## config.mk

```make
export PLATFORM = sky130hd
export DESIGN_NAME = vram_arbiter
export DESIGN_NICKNAME = d
export VERILOG_FILES = /design/src/rtl/tivi_pkg.sv /design/src/rtl/vram_arbiter.sv
export SDC_FILE = /design/constraint.sdc
export NUM_CORES = 1
export LEC_CHECK = 0
export BUFFER_PORTS_ARGS = -buffer_cell sky130_fd_sc_hd__buf_4
export CAP_MARGIN = 10
export CORE_MARGIN = 5
export CORE_UTILIZATION = 50
export CTS_BUF_LIST = sky130_fd_sc_hd__clkbuf_8
export CTS_CLUSTER_SIZE = 24
export DETAILED_ROUTE_END_ITERATION = 8
export PLACE_DENSITY = 0.86
export SYNTH_ARGS = -nofsm -noshare
export SYNTH_HDL_FRONTEND = slang
export SYNTH_SLANG_ARGS = --single-unit
```

## constraint.sdc

```tcl
create_clock -name clk -period 5 [get_ports clk]
set_input_delay 0.25 -clock clk [delete_from_list [all_inputs] [get_ports clk]]
set_output_delay 0.25 -clock clk [all_outputs]
set_load 0.02 [all_outputs]
```

## src/rtl/tivi_pkg.sv

```systemverilog
// tivi_pkg: shared VRAM geometry defaults and the arbiter slot-owner encoding.
package tivi_pkg;

    localparam int VRAM_AW_DEF = 14;
    localparam int VRAM_DW_DEF = 8;

    typedef enum logic [1:0] {IDLE, VID_RD, CPU_WR, CPU_RD} slot_e;

endpackage

```

## src/rtl/vram_arbiter.sv

```systemverilog
// vram_arbiter: one-access-per-clock VRAM arbiter between display fetch, CPU write buffer and CPU read latch.
// Define VRAM_ARB_WRITE_BYPASS_EN to forward writes hitting the latched address straight into vdata_in.
module vram_arbiter
    import tivi_pkg::*;
#(
    parameter int VRAM_AW = VRAM_AW_DEF,
    parameter int VRAM_DW = VRAM_DW_DEF
) (
    input  logic               clk,
    input  logic               reset,
    input  logic [VRAM_AW-1:0] cpu_addr,
    input  logic [VRAM_DW-1:0] cpu_wdata,
    input  logic               cpu_wren,
    output logic [VRAM_DW-1:0] vdata_in,
    output logic               vdata_valid,
    input  logic               vid_req,
    input  logic [VRAM_AW-1:0] vid_addr,
    output logic               vid_ack,
    output logic [VRAM_DW-1:0] vid_data,
    output logic               vid_data_valid,
    output logic [VRAM_AW-1:0] ram_addr,
    output logic [VRAM_DW-1:0] ram_wdata,
    output logic               ram_we,
    input  logic [VRAM_DW-1:0] ram_rdata
);

    slot_e               slot, prev_slot_q;
    logic                wb_full_q, rd_pend_q, vid_pend_q, lat_valid_q, lat_valid_d;
    logic [VRAM_AW-1:0]  wb_addr_q, rd_addr_q, lat_addr_q, lat_addr_d;
    logic [VRAM_DW-1:0]  wb_data_q, vdata_q, vdata_d;
    logic                stale, need_rd, wr_hit, cap_ok;

    assign stale   = !(lat_valid_q && cpu_addr == lat_addr_q);
    // A read already in flight for the current pointer will land next cycle; no duplicate fetch.
    assign need_rd = stale && !(rd_pend_q && rd_addr_q == cpu_addr);

    assign slot = reset                               ? IDLE
                : (vid_req && prev_slot_q != VID_RD)  ? VID_RD
                : wb_full_q                           ? CPU_WR
                : need_rd                             ? CPU_RD
                : vid_req                             ? VID_RD
                :                                       IDLE;

    assign ram_we    = slot == CPU_WR;
    assign vid_ack   = slot == VID_RD;
    assign ram_addr  = slot == VID_RD ? vid_addr
                     : slot == CPU_WR ? wb_addr_q
                     : slot == CPU_RD ? cpu_addr
                     :                  '0;
    assign ram_wdata = ram_we ? wb_data_q : '0;

    assign vid_data_valid = vid_pend_q && !reset;
    assign vid_data       = vid_data_valid ? ram_rdata : '0;
    assign vdata_in       = vdata_q;
    assign vdata_valid    = !reset && !stale;

    // A write landing on the address being captured this cycle must still win over the old read data.
    assign lat_addr_d = rd_pend_q ? rd_addr_q : lat_addr_q;
    assign wr_hit     = ram_we && wb_addr_q == lat_addr_d;
    assign cap_ok     = rd_pend_q ? cpu_addr == rd_addr_q : lat_valid_q;
`ifdef VRAM_ARB_WRITE_BYPASS_EN
    assign lat_valid_d = cap_ok;
    assign vdata_d     = wr_hit ? wb_data_q : rd_pend_q ? ram_rdata : vdata_q;
`else
    assign lat_valid_d = cap_ok && !wr_hit;
    assign vdata_d     = rd_pend_q ? ram_rdata : vdata_q;
`endif

    always_ff @(posedge clk) begin
        if (reset) begin
            prev_slot_q <= IDLE;
            wb_full_q   <= 1'b0;
            wb_addr_q   <= '0;
            wb_data_q   <= '0;
            rd_pend_q   <= 1'b0;
            rd_addr_q   <= '0;
            vid_pend_q  <= 1'b0;
            lat_valid_q <= 1'b0;
            lat_addr_q  <= '0;
            vdata_q     <= '0;
        end else begin
            prev_slot_q <= slot;
            wb_full_q   <= cpu_wren || (wb_full_q && slot != CPU_WR);
            if (cpu_wren) begin
                wb_addr_q <= cpu_addr;
                wb_data_q <= cpu_wdata;
            end
            rd_pend_q   <= slot == CPU_RD;
            rd_addr_q   <= cpu_addr;
            vid_pend_q  <= slot == VID_RD;
            lat_valid_q <= lat_valid_d;
            lat_addr_q  <= lat_addr_d;
            vdata_q     <= vdata_d;
        end
    end

endmodule
```

==> flow_metrics.py <==
metrics = {
    "floorplanning": {
        "die_h_um": 90.2,
        "fp-row-count": 29,
        "die-area_um2": 8130,
        "core_region_area_um2": 6310,
        "die_w_um": 90.2,
        "start_util_pct": 50.9,
        "pin_count": 90,
    },
    "sta": {
        "fin_setup_tns_ns": 0,
        "fin_crit_sh_pct": 63.9,
        "fin_crit_ns": 3.19,
        "worst_pin_slew_ns": 0.892,
        "hold_violations": 0,
        "fmax_mhz": 313,
        "drv_slew": 0,
        "setup_viol_count_final": 0,
        "rsz0062_at_grt": "no",
        "clock_skew_ns": 0.00491,
        "slew_headroom_pct": 40.4,
    },
    "finish": {
        "n_antenna_cell": 0,
        "final_util_pct": 64.8,
        "fin_nets": 479,
        "layout.cells.non_filler": 513,
        "mostFrequentLayoutCell": "buf_4",
        "area_growth_pct": 27.4,
        "drive_gt1_share_pct": 26.8,
        "final_area_um2": 4090,
        "layout_common_cells": "buf_4 (90), dfxtp_1 (64), nor2_1 (48)",
    },
    "worst_setup_path": {
        "cp_slowest_cell": "a211oi_4",
        "end_kind": "output pin",
        "cpPeakStageDelay_ns": 0.67,
        "required_ns": 4.75,
        "crit_type": "register to output pin",
        "rr_startpoint": "lat_addr_q[4]",
        "path_max_fanout": 15,
        "worstRegToRegCells": 6,
        "r2r_end": "rd_pend_q",
        "cp.arrival_ns": 2.94,
        "start_kind": "register",
        "crit_family": "compound AO/OA/AOI/OAI gates",
        "crit_chain": "xnor2_1 > nand4_1 > or4_4 > a21o_1 > a211oi_4 > a22o_1 > buf_4",
        "critPathBufInv": 1,
        "setup.worst_path.start": "lat_addr_q[4]",
        "worst-r2r-setup-slack_ns": 2.78,
    },
    "placed_design": {
        "hpwl_mm": 6.21,
        "io_buffers": 89,
        "dpl_cell_area_um2": 3870,
        "gp_congestion": 0.858,
        "dp_cells": 497,
    },
    "clock_network": {
        "cts_repair_resize_count": 0,
        "cts_tree": "built",
        "clk_latency_ns": 0.35,
        "clk_pin_slew_ns": 0.07,
        "numCtsBuffers": 9,
        "cts_hold_buf": 0,
        "post-cts-setup-buffer-count": 0,
        "clockBufferDepth": 2,
        "clock-sinks": 64,
        "cts.htree.levels": 3,
        "cts-root-buf": "clkbuf_8",
    },
    "logic_synthesis": {
        "synth_cells": 353,
        "ys_types": 30,
        "synth_area_leader_cell": "dfxtp_1",
        "ys_ff_latch": 64,
        "synth_area_per_cell_um2": 9.10,
        "syn_area_um2": 3210,
        "synth.area.top_cells": "dfxtp_1 (40%), mux2i_1 (14%), xnor2_1 (8.5%), nor2_1 (5.6%), nand2_1 (4.9%)",
        "ys_warn_count": 0,
        "ys_seq_area_share_pct": 39.9,
        "yosysTopAreaCellShare_pct": 39.9,
        "synth_fp_nets": 401,
    },
    "global_routing": {
        "first_global_vias": 2901,
        "antenna_found_initial": 0,
        "grt_use_total_pct": 21.5,
        "grt_pass1_wl_mm": 14.2,
        "grt_max_degree": 67,
        "grt-ovfl-total": 0,
    },
    "route": {
        "firstDrtPassIters": 5,
        "drtIter0Drc": 191,
        "ant_nets": 0,
        "wl_per_cell_um": 16.8,
        "route.detailed.drc": 0,
        "wl_mm": 8.62,
        "viasPerCell": 5.54,
        "num_vias": 2840,
    },
    "pwr": {
        "leakagePower_nw": 1.72,
        "peakVddDrop_v": 0.000216,
        "power_density_nw_per_um2": 312,
        "finalPower_w": 0.00128,
    },
    "run": {
        "max-cap-violations": 0,
    },
    "worst_hold_path": {
        "hp-class": "primary input to register",
        "min-delay-start": "cpu_wdata[3]",
        "min_to": "wb_data_q[3]",
        "hold_depth": 3,
    },
    "outcome": {
        "status": "complete, no violations",
    },
}
## tightest hold or removal path, cell delays in order
cell and delay, ns:
buf_4 0.07, mux2i_1 0.05, nor2_1 0.07
## kinds of logic (layout without fill, tap and decap cells)
logic type,Yosys count,after routing,share of synthesized area (%)
xor+xnor,42,42,11.4
flops,64,64,39.9
simple gates,143,143,21.1
buf+inv,24,107,3.58
compound gates,36,36,10.3
mux,44,44,13.7
## registers in the layout, summed over array words and instances (netlist names)
name	count
prev_slot_q	2
rd_pend_q	1
rd_addr_q	14
lat_addr_q	14
wb_data_q	8
vid_pend_q	1
wb_full_q	1
vdata_in	8
wb_addr_q	14
lat_valid_q	1
## layout make-up
cell class                      instances  area (µm²)
Clock inverter                          6        82.6
Sequential cell                        64        1280
Timing Repair Buffer                   90         676
Multi-Input combinational cell        265        1820
Tap cell                               77        96.3
Fill cell                             532        2220
Clock buffer                           10         138
Inverter                                1        3.75
## metal layers
layer  track usage (%)  up-vias  part of all wire (%)
li1                  -     1354                     -
met1              26.6     1357                    43
met2              34.6      113                    48
met3              6.34       16                   7.2
met4              9.18        0                   2.2
met5                 0        -                     0
## report_power, final
group	switching (W)	leakage [nW]	internal, W	total [W]
logic	0.000122	1.08	0.000108	0.000230
clock network	0.000202	0.112	0.000291	0.000493
registers	0.0000194	0.527	0.000535	0.000554
## worst max path at each step
stage                   end  slack (ns)  cells after the start
6_report       ram_addr[13]        1.81                      7
5_1_grt         ram_addr[3]        1.70                      7
4_1_cts        ram_addr[13]        1.79                      7
3_5_place_dp    ram_addr[8]        2.09                      7
3_3_place_gp    ram_addr[6]        2.18                      8
2_1_floorplan  ram_addr[10]        2.66                      7
## Yosys cell counts
library cell  instances
and2_0                1
nand2b_1              2
xor2_1               11
o221ai_1             14
dfxtp_1              64
a21o_1                1
a211oi_4              1
a21oi_1               1
or4_4                 2
mux2i_1              44
a211oi_1              2
or4_1                 1
buf_1                 1
xnor2_1              31
nand4_1               8
inv_1                 1
a22o_1                8
a22o_2                6
a21oi_4               1
and2_1               18
o21ai_0               1
nand2_1              42
nor2_1               48
buf_6                 3
o21ba_2               1
buf_2                 2
nor2b_1              17
nand3_1               3
nor4_1                1
clkbuf_1             17
## through the flow
stage / worst slack [ns] / hold slack (ns)
2_1_floorplan: 2.66 / 0.378
4_1_cts: 1.79 / 0.126
6_report: 1.81 / 0.136
5_1_grt: 1.70 / 0.145
3_5_place_dp: 2.09 / 0.472
3_3_place_gp: 2.18 / 0.463
No activity file was read; power rests on OpenSTA's default activity.
